## config.mk

```make
export PLATFORM = sky130hd
export DESIGN_NAME = butterfly_stage_scheduler
export DESIGN_NICKNAME = d
export VERILOG_FILES = /design/src/rtl/butterfly_stage_scheduler.sv
export SDC_FILE = /design/constraint.sdc
export NUM_CORES = 1
export LEC_CHECK = 0
export BUFFER_PORTS_ARGS = -buffer_cell sky130_fd_sc_hd__buf_4
export CORE_MARGIN = 10
export CORE_UTILIZATION = 60
export CTS_BUF_LIST = sky130_fd_sc_hd__clkbuf_8 sky130_fd_sc_hd__clkbuf_16
export DETAILED_ROUTE_END_ITERATION = 12
export PLACE_DENSITY = 0.84
export SLEW_MARGIN = 20
export SYNTH_ARGS = -nofsm -noshare
export SYNTH_HDL_FRONTEND = slang
export SYNTH_SLANG_ARGS = --single-unit
```

## constraint.sdc

```tcl
create_clock -name clk -period 5.6 [get_ports clk]
set_input_delay 0.56 -clock clk [delete_from_list [all_inputs] [get_ports clk]]
set_output_delay 0.56 -clock clk [all_outputs]
set_load 0.005 [all_outputs]
```

## src/rtl/butterfly_stage_scheduler.sv

```systemverilog
// butterfly_stage_scheduler
// Sequences a multi-stage butterfly/FFT command through weight load, stage
// start, input streaming and pipeline drain for each stage. It pulses done
// when the last stage drains and err when a command is rejected.
//
// Optional build macro: SCHED_PERF_CNT_EN adds the perf_cycles output. That
// output counts busy cycles for the current or last command.
//
// Ports
//   clk, rst_n        clock, asynchronous active-low reset
//   cmd_vld/cmd_rdy   command handshake (cmd_rdy high only when idle)
//   cmd_length        transform length in points (power of two)
//   cmd_is_fft        1 = FFT mode, 0 = butterfly-matrix mode
//   cmd_num_stages    stages to run (1..MAX_STAGES)
//   cmd_wbeats        weight beats to load per stage
//   wgt_in_vld        weight beat strobe (counted only while loading)
//   in_vld/in_rdy     input data handshake (in_rdy high only while running)
//   length, is_fft    latched command fields
//   is_bypass_p2s     high on every stage but the last
//   butterfly_start   one-cycle pulse at the start of each stage
//   stage_idx         current stage index
//   busy, done, err   status; done/err are one-cycle pulses
//   perf_cycles       busy-cycle counter (SCHED_PERF_CNT_EN only)
module butterfly_stage_scheduler #(
  parameter int unsigned BU_PARALLELISM = 4,
  parameter int unsigned DRAIN_CYCLES   = 16,
  parameter int unsigned MAX_STAGES     = 12
) (
  input  logic        clk,
  input  logic        rst_n,
  input  logic        cmd_vld,
  output logic        cmd_rdy,
  input  logic [15:0] cmd_length,
  input  logic        cmd_is_fft,
  input  logic [3:0]  cmd_num_stages,
  input  logic [11:0] cmd_wbeats,
  input  logic        wgt_in_vld,
  input  logic        in_vld,
  output logic        in_rdy,
  output logic [15:0] length,
  output logic        is_fft,
  output logic        is_bypass_p2s,
  output logic        butterfly_start,
  output logic [3:0]  stage_idx,
  output logic        busy,
  output logic        done,
  output logic        err
`ifdef SCHED_PERF_CNT_EN
  ,
  output logic [31:0] perf_cycles
`endif
);

  localparam int unsigned LEN_W  = 16;
  localparam int unsigned STG_W  = 4;
  localparam int unsigned WB_W   = 12;
  localparam int unsigned DRN_W  = 8;
  localparam int unsigned MIN_W  = LEN_W + 1;
  // Each input beat carries 2*BU_PARALLELISM points.
  localparam int unsigned BEAT_SHIFT = $clog2(2 * BU_PARALLELISM);

  typedef enum logic [2:0] {
    IDLE   = 3'd0,
    LOAD_W = 3'd1,
    START  = 3'd2,
    RUN    = 3'd3,
    DRAIN  = 3'd4
  } state_t;

  state_t             state_q;
  state_t             state_next;

  logic [WB_W-1:0]    wbeats_q;
  logic [STG_W-1:0]   num_stages_q;
  logic [STG_W-1:0]   stage_next;
  logic [STG_W-1:0]   num_stages_next;

  logic [WB_W-1:0]    wgt_cnt;
  logic [LEN_W-1:0]   beat_cnt;
  logic [DRN_W-1:0]   drain_cnt;

  logic               cmd_accept_c;
  logic               cmd_bad_c;
  logic               cmd_take_c;
  logic [LEN_W-1:0]   beats_per_stage_c;
  logic               wgt_last_c;
  logic               beat_last_c;
  logic               drain_last_c;
  logic               last_stage_c;

  logic               cmd_rdy_d;
  logic               busy_d;
  logic               in_rdy_d;
  logic               start_d;
  logic               bypass_d;
  logic               done_d;
  logic               err_d;

  // Command validation and per-state terminal conditions.
  always_comb begin
    cmd_accept_c = cmd_vld && cmd_rdy;
    cmd_bad_c    = (cmd_length == '0)
                || ((cmd_length & (cmd_length - LEN_W'(1))) != '0)
                || (MIN_W'(cmd_length) < MIN_W'(2 * BU_PARALLELISM))
                || (cmd_num_stages == '0)
                || (cmd_num_stages > STG_W'(MAX_STAGES));
    cmd_take_c   = cmd_accept_c && !cmd_bad_c;

    beats_per_stage_c = length >> BEAT_SHIFT;
    wgt_last_c   = wgt_in_vld && (wgt_cnt == wbeats_q - WB_W'(1));
    beat_last_c  = in_vld && in_rdy && (beat_cnt == beats_per_stage_c - LEN_W'(1));
    drain_last_c = (drain_cnt == DRN_W'(DRAIN_CYCLES - 1));
    last_stage_c = (stage_idx == num_stages_q - STG_W'(1));
  end

  // State register.
  always_ff @(posedge clk or negedge rst_n) begin
    if (!rst_n) begin
      state_q <= IDLE;
    end else begin
      state_q <= state_next;
    end
  end

  // Next state, next stage index and next stage count.
  always_comb begin
    state_next      = state_q;
    stage_next      = stage_idx;
    num_stages_next = num_stages_q;
    unique case (state_q)
      IDLE: begin
        if (cmd_take_c) begin
          state_next      = (cmd_wbeats == '0) ? START : LOAD_W;
          stage_next      = '0;
          num_stages_next = cmd_num_stages;
        end
      end
      LOAD_W: begin
        if (wgt_last_c) begin
          state_next = START;
        end
      end
      START: begin
        state_next = RUN;
      end
      RUN: begin
        if (beat_last_c) begin
          state_next = DRAIN;
        end
      end
      DRAIN: begin
        if (drain_last_c) begin
          if (last_stage_c) begin
            state_next = IDLE;
          end else begin
            state_next = (wbeats_q == '0) ? START : LOAD_W;
            stage_next = stage_idx + STG_W'(1);
          end
        end
      end
      default: begin
        state_next = IDLE;
      end
    endcase
  end

  // Output decode. Outputs are computed from the next state so the registered
  // copies line up with the state they describe.
  always_comb begin
    cmd_rdy_d = (state_next == IDLE);
    busy_d    = (state_next != IDLE);
    in_rdy_d  = (state_next == RUN);
    start_d   = (state_next == START);
    bypass_d  = busy_d && (stage_next != (num_stages_next - STG_W'(1)));
    done_d    = (state_q == DRAIN) && drain_last_c && last_stage_c;
    err_d     = cmd_accept_c && cmd_bad_c;
  end

  // Output registers.
  always_ff @(posedge clk or negedge rst_n) begin
    if (!rst_n) begin
      cmd_rdy         <= 1'b1;
      busy            <= 1'b0;
      in_rdy          <= 1'b0;
      butterfly_start <= 1'b0;
      is_bypass_p2s   <= 1'b0;
      done            <= 1'b0;
      err             <= 1'b0;
    end else begin
      cmd_rdy         <= cmd_rdy_d;
      busy            <= busy_d;
      in_rdy          <= in_rdy_d;
      butterfly_start <= start_d;
      is_bypass_p2s   <= bypass_d;
      done            <= done_d;
      err             <= err_d;
    end
  end

  // Latched command fields and stage index.
  always_ff @(posedge clk or negedge rst_n) begin
    if (!rst_n) begin
      length       <= '0;
      is_fft       <= 1'b0;
      wbeats_q     <= '0;
      num_stages_q <= '0;
      stage_idx    <= '0;
    end else begin
      if (cmd_take_c) begin
        length   <= cmd_length;
        is_fft   <= cmd_is_fft;
        wbeats_q <= cmd_wbeats;
      end
      num_stages_q <= num_stages_next;
      stage_idx    <= stage_next;
    end
  end

  // Per-state counters; each is held at zero outside its own state.
  always_ff @(posedge clk or negedge rst_n) begin
    if (!rst_n) begin
      wgt_cnt   <= '0;
      beat_cnt  <= '0;
      drain_cnt <= '0;
    end else begin
      if (state_q != LOAD_W || wgt_last_c) begin
        wgt_cnt <= '0;
      end else if (wgt_in_vld) begin
        wgt_cnt <= wgt_cnt + WB_W'(1);
      end

      if (state_q != RUN || beat_last_c) begin
        beat_cnt <= '0;
      end else if (in_vld && in_rdy) begin
        beat_cnt <= beat_cnt + LEN_W'(1);
      end

      if (state_q != DRAIN || drain_last_c) begin
        drain_cnt <= '0;
      end else begin
        drain_cnt <= drain_cnt + DRN_W'(1);
      end
    end
  end

`ifdef SCHED_PERF_CNT_EN
  // Busy-cycle counter: cleared on a command handshake, saturating, and held
  // once the command completes.
  always_ff @(posedge clk or negedge rst_n) begin
    if (!rst_n) begin
      perf_cycles <= '0;
    end else if (cmd_accept_c) begin
      perf_cycles <= '0;
    end else if (busy && (perf_cycles != '1)) begin
      perf_cycles <= perf_cycles + 32'd1;
    end
  end
`endif

endmodule

```

==> flow_summary.json, run 1 <==
{
  "synth_top_family_by_area": "simple AND/OR/NAND/NOR gates",
  "async_reset_ff_share_pct": 100.0,
  "nFillCells": 607,
  "final_core_util_pct": 70.64,
  "critical-path-top-delay-family": "simple AND/OR/NAND/NOR gates",
  "slew-limit-headroom_pct": 36.33,
  "grt.total_usage_pct": 19.79,
  "pin_count": 66,
  "period_needed_ns": 3.904,
  "ys_ff_latch": 83,
  "postRouteAntennaNets": 0,
  "path_class": "in -> reg",
  "start_util_pct": 61.24,
  "tightest_slew_ns": 0.9310,
  "syn_nets": 571,
  "synthMuxAreaShare_pct": 6.732,
  "cts-buffers-inserted": 9,
  "path_buf_inv": 2,
  "final_hold_viol_count": 0,
  "grt.overflow.total": 0,
  "rsz0062_at_grt": "false",
  "syn_inst": 525,
  "synth-simple-area-share_pct": 24.04,
  "place.gp.congestion": 0.8587,
  "portBuffers": 65,
  "wl_per_cell_um": 17.95,
  "power.total_mw": 1.231,
  "worstSetupEndpointType": "flip-flop",
  "dr.pass1.iters": 5,
  "drc": 0,
  "regToRegSetupSlack_ns": 1.72,
  "grt_use_met3_pct": 4.762,
  "finalNetCount": 629,
  "use_met2_pct": 32.67,
  "crit_chain": "buf_4 > or4_4 > or4_1 > maj3_2 > or3_1 > nor3_1 > buf_4 > nor2_1 > a21oi_1 > ha_1 > xnor2_1 > nor3_1 > a31oi_1 > mux2i_1 > a31oi_1",
  "worstSetupStartpointType": "input port",
  "cts_tree": "built",
  "grt_pass1_vias": 4322,
  "core_area_um2": 8134,
  "syn_area_um2": 4981,
  "max_freq_mhz": 256.1,
  "maxCapViolations": 0,
  "h-tree-depth": 3,
  "ys_warn_count": 0,
  "setup_slack_ns": 1.696,
  "clk_path_buf_depth": 2,
  "chipHeight_um": 111.1,
  "synth_cell_types": 61,
  "use_met1_pct": 25.08,
  "antenna_cells": 0,
  "fin_skew_ns": 0.01165,
  "synth-edff-count": 0,
  "die_area_um2": 12350,
  "required_ns": 5.82,
  "vias": 4294,
  "grt_antenna_before_repair": 0,
  "yosysSeqAreaShare_pct": 41.72,
  "wl_um": 12440,
  "clk_pin_slew_ns": 0.09,
  "vias_per_cell": 6.196,
  "grt_max_degree": 84,
  "r2r_end": "busy$_DFF_PN0_",
  "critical_path.slowest_cell": "or4_4",
  "synth_xor_area_share_pct": 12.36,
  "cp_max_fo": 11,
  "drt-initial-drc-count": 249,
  "outcome": "complete, no violations",
  "dp_hpwl_um": 9231,
  "synth_compound_area_share_pct": 10.42,
  "root_buffer": "clkbuf_8",
  "reg2reg_from": "length[6]$_DFFE_PN0N_",
  "slew_viol_final": 0,
  "slowest_delay_ns": 0.55,
  "synthFlopType": "dfrtp_1",
  "p_per_area_nw_per_um2": 214.2,
  "reg2reg_depth": 7,
  "static-leakage-power_nw": 2.546,
  "post-place-ws_ns": 1.396,
  "die_x_um": 111.1,
  "finalCritPeriodShare_pct": 69.72,
  "worstPathArrival_ns": 4.13,
  "avgSynthCellArea_um2": 9.488,
  "rows": 33,
  "peakVddDrop_mv": 0.1493,
  "grt_busiest_layer": "met2",
  "cts-hold-fix-buffers": 0,
  "setup_violations": 0,
  "fin_tns_setup_ns": 0,
  "ctsResizeCount": 0,
  "synthAdderAreaFrac_pct": 2.236,
  "cts_sinks": 83,
  "stdcell_area_um2": 5746,
  "grt_pass1_wl_um": 20920,
  "area_growth_pct": 15.35,
  "placed_area_um2": 5540,
  "drive_gt1_share_pct": 20.24,
  "post_cts_buffers": 0,
  "clk_latency_ns": 0.36,
  "hold_path_class": "in -> async"
}
-- sequential cells by signal, summed over array words and instances (netlist names), 3 cells and up --
register,count
num_stages_q,4
wgt_cnt,12
wbeats_q,12
state_q,3
stage_idx,4
beat_cnt,16
length,16
drain_cnt,8
-- layer usage --
| layer | routed length [um] | part of all wire (%) |
|---|---|---|
| met2 | 6054 | 49 |
| met4 | 241 | 1.9 |
| met1 | 5466 | 44 |
| met5 | 0 | 0 |
| met3 | 677 | 5.4 |
-- cell usage in the layout, fill, tap and decap left out, types with 15 or more instances in the layout --
cell,count
buf_4,66
dfrtp_1,82
mux2_2,28
nand2_1,33
nand3_1,27
nor2_1,65
nor3_1,16
nor4_1,15
xnor2_1,27
xor2_1,38
-- kinds of logic after synthesis --
family                     count (synthesis)
AOI/OAI and AO/OA                         72
muxes                                     30
adders and majority gates                  9
DFF                                       83
xor gates and xnor gates                  67
buffers and inverters                     33
and+or+nand+nor                          231
-- cell usage after synthesis (11+ instances only) --
master	n	area [um2]
nor4_1	15	93.84
mux2_2	28	315.3
nand2_1	33	123.9
nand3_1	27	135.1
xor2_1	38	332.8
xnor2_1	27	236.5
nand2b_1	11	68.82
nor3_1	16	80.08
nor2_1	65	244.0
inv_1	13	48.80
nand4_1	12	75.07
clkbuf_1	18	67.56
o21ai_0	13	65.06
dfrtp_1	82	2052
-- layout make-up --
cell class	count	area [um2]	area share, %
well taps	105	131.4	2.287
multi-input cells	409	2779	48.37
repair buffers	67	506.7	8.820
inverters	13	48.80	0.8493
flip-flops and latches	83	2078	36.17
clock inverters	6	63.81	1.111
clock buffers	10	137.6	2.395
-- worst max-delay path by stage --
| stage | startpoint | endpoint | cells past startpoint |
|---|---|---|---|
| final | cmd_length[0] | is_bypass_p2s$_DFF_PN0_ | 15 |
| after global routing | cmd_length[0] | is_bypass_p2s$_DFF_PN0_ | 15 |
| after floorplan | cmd_length[0] | is_bypass_p2s$_DFF_PN0_ | 14 |
| after CTS | length[6]$_DFFE_PN0N_ | busy$_DFF_PN0_ | 7 |
| after global placement | cmd_length[0] | is_bypass_p2s$_DFF_PN0_ | 15 |
| after detailed placement | cmd_length[0] | is_bypass_p2s$_DFF_PN0_ | 15 |
-- metrics by stage --
step                hold WS [ns]  cells
floorplan                 0.2644    525
global placement          0.4534    677
detailed placement        0.4606    677
CTS                       0.4090    693
global route              0.2935    693
finish                    0.2362    693
-- where the power goes --
part	internal, mW	leakage [nW]	total [mW]	switching (mW)
sequential	0.620	1.11	0.656	0.0358
combinational	0.0630	1.34	0.130	0.0670
clock	0.218	0.0987	0.445	0.227
-- worst reg2reg max path: cells and delay by family (launching register included) --
family	cells	cell delay (ns)
simple gates	4	2.10
compound gates	2	1.04
flops	1	0.51
buf+inv	1	0.10
No activity file was read; power rests on OpenSTA's default activity.
==> run 2, diff against run 1 <==
- ABC_AREA: not set -> 1
- CORE_UTILIZATION: 60 -> 59
- PLACE_DENSITY: 0.84 -> 0.82
- clock period: 5.6 -> 3.73 ns (I/O delays scaled with it)
==> flow_summary.json, run 2 <==
{
  "outcome": "complete, no violations",
  "syn_nets": 807,
  "crit_chain": "inv_1 > ha_1 > nand3_2 > nor2_4 > nand2_1 > nor2_1 > o21ai_1 > nor2_1 > nand2_1 > nor2_1 > nand2_1 > nand2_2 > nand2_1 > nor2_2 > nand3b_1 > nor2_2 > inv_1",
  "synth_common_cells": "nand2_1, nor2_1, inv_1, dfrtp_1, nand3_1",
  "mostFrequentLayoutCell": "nand2_1",
  "syn_inst": 761,
  "area_growth_pct": 14.65,
  "clk_path_buf_depth": 2,
  "grt_busiest_layer": "met2",
  "clk_latency_ns": 0.36,
  "maxCapViolations": 0,
  "place.gp.congestion": 0.8927,
  "antenna_cells": 0,
  "die_x_um": 115.4,
  "dp_cells": 928,
  "use_met2_pct": 33.94,
  "vias_per_cell": 5.325,
  "synth_top_area_cell": "dfrtp_1",
  "final_cell_mix": "nand2_1, nor2_1, inv_1, dfrtp_1, buf_4",
  "r2r_end": "busy$_DFF_PN0_",
  "synthFlopType": "dfrtp_1",
  "reg_top3": "beat_cnt (16), length (16)",
  "drc": 0,
  "rows": 34,
  "path_class": "reg -> reg",
  "slowest_delay_ns": 0.46,
  "tightest_slew_ns": 0.7488,
  "grt_pass1_vias": 4969,
  "chipHeight_um": 115.4,
  "nFillCells": 748,
  "dr.pass1.iters": 7,
  "ys_ff_latch": 83,
  "grt_antenna_before_repair": 0,
  "yosysSeqAreaShare_pct": 38.75,
  "h-tree-depth": 3,
  "ctsResizeCount": 0,
  "final_core_util_pct": 69.84,
  "peakVddDrop_mv": 0.1792,
  "finalNetCount": 877,
  "synth.most_common_cell": "nand2_1",
  "wl_um": 13290,
  "syn_area_um2": 5364,
  "grt_use_met3_pct": 4.844,
  "pin_count": 66,
  "regToRegSetupSlack_ns": 1.03,
  "rsz0062_at_grt": "false",
  "drive_gt1_share_pct": 15.67,
  "worstSetupStartpointType": "flip-flop",
  "grt_max_degree": 84,
  "synthTopCellsByArea": "dfrtp_1, nand2_1, nor2_1",
  "portBuffers": 65,
  "vias": 5027,
  "fin_tns_setup_ns": 0,
  "wl_per_cell_um": 14.08,
  "final_hold_viol_count": 0,
  "postRouteAntennaNets": 0,
  "static-leakage-power_nw": 3.240,
  "cts_tree": "built",
  "synth_top_cell_area_share_pct": 38.26,
  "drt-initial-drc-count": 258,
  "post_cts_buffers": 0,
  "p_per_area_nw_per_um2": 322.3,
  "ys_warn_count": 0,
  "placed_area_um2": 5961,
  "start_util_pct": 60.91,
  "required_ns": 3.97,
  "use_met1_pct": 26.95,
  "cts-hold-fix-buffers": 0,
  "synth_cell_types": 44,
  "critical_path.slowest_cell": "dfrtp_1",
  "grt.total_usage_pct": 20.92,
  "max_freq_mhz": 370.2,
  "fin_skew_ns": 0.01362,
  "cp_max_fo": 7,
  "grt.overflow.total": 0,
  "avgSynthCellArea_um2": 7.048,
  "hold_path_class": "in -> async",
  "dp_hpwl_um": 10540,
  "path_common_cell": "nand2_1",
  "cts_sinks": 83,
  "slew_viol_final": 0,
  "reg2reg_from": "length[3]$_DFFE_PN0N_",
  "worstPathArrival_ns": 2.94,
  "synth-edff-count": 0,
  "async_reset_ff_share_pct": 100.0,
  "stdcell_area_um2": 6150,
  "hold_ws_ns": 0.04749,
  "die_area_um2": 13310,
  "root_buffer": "clkbuf_8",
  "core_area_um2": 8806,
  "finalCritPeriodShare_pct": 72.41,
  "period_needed_ns": 2.701,
  "slew-limit-headroom_pct": 50.08,
  "fin_cells": 944,
  "reg2reg_depth": 17,
  "grt_pass1_wl_um": 23050,
  "worstSetupEndpointType": "flip-flop",
  "cts-buffers-inserted": 9,
  "clk_pin_slew_ns": 0.09,
  "setup_violations": 0
}
-- run 2: cell types whose count changed in the layout (fill, tap and decap cells not counted), sizes merged, moves of 10 or more --
cell | before | now
nand3 | 27 | 45
nand2b | 11 | 0
nor2 | 65 | 126
nand2 | 33 | 221
xnor2 | 27 | 15
inv | 14 | 111
a21oi | 10 | 31
nor4 | 15 | 5
xor2 | 38 | 20
o21ai | 13 | 39
mux2 | 28 | 0
-- run 2: worst max path at each step --
stage                                     start                       to  slack [ns]  cells past startpoint
after CTS                 length[3]$_DFFE_PN0N_  is_bypass_p2s$_DFF_PN0_        1.03                     15
final                     length[3]$_DFFE_PN0N_           busy$_DFF_PN0_        1.03                     17
after global routing      length[3]$_DFFE_PN0N_  is_bypass_p2s$_DFF_PN0_        0.84                     17
after floorplan                   cmd_length[4]  is_bypass_p2s$_DFF_PN0_        1.42                     19
after detailed placement          cmd_length[7]  is_bypass_p2s$_DFF_PN0_        0.95                     19
after global placement            cmd_length[7]  is_bypass_p2s$_DFF_PN0_        0.98                     19
-- run 2: metrics by stage --
stage,power [mW],worst slack (ns)
floorplan,1.226,1.424
global placement,1.365,0.9813
detailed placement,1.380,0.9478
CTS,1.988,1.032
global route,2.095,0.8417
finish,1.982,1.029
-- run 2: final cells by class --
cell class	count	area (um2)	area share [%]
Sequential cell	83	2078	33.79
Timing Repair Buffer	65	491.7	7.996
Clock buffer	10	137.6	2.238
Clock inverter	6	47.55	0.7731
Multi-Input combinational cell	562	2846	46.29
Tap cell	108	135.1	2.197
Inverter	110	412.9	6.714
-- run 2: power breakdown --
part | leakage, nW | total, mW | internal [mW] | switching [mW]
clock network | 0.0815 | 0.617 | 0.264 | 0.352
registers | 1.07 | 0.992 | 0.942 | 0.0499
logic | 2.09 | 0.373 | 0.147 | 0.226
total | 3.24 | 1.98 | 1.35 | 0.628
-- run 2: worst max-delay path, delay by kind of cell (launching register included) --
family | cells | cell delay [ns]
DFF | 1 | 0.46
and+or+nand+nor | 13 | 1.60
AOI/OAI and AO/OA | 1 | 0.08
adders and majority gates | 1 | 0.24
buffers and inverters | 2 | 0.19
-- run 2: cells by family after synthesis --
logic type               after synthesis  share of synthesized area (%)
AND/OR/NAND/NOR                      441                          37.35
buffers and inverters                116                          8.187
adder cells (fa/ha/maj)                8                          1.866
XOR/XNOR                              36                          6.135
AO/OA/AOI/OAI                         77                          7.721
flip-flops                            83                          38.75
-- run 2: routing by layer --
| metal | share of wire [%] | vias to the layer above |
|---|---|---|
| met5 | 0 | - |
| met4 | 1.3 | 0 |
| met3 | 6.3 | 18 |
| met2 | 48 | 123 |
| met1 | 45 | 2352 |
| li1 | - | 2534 |
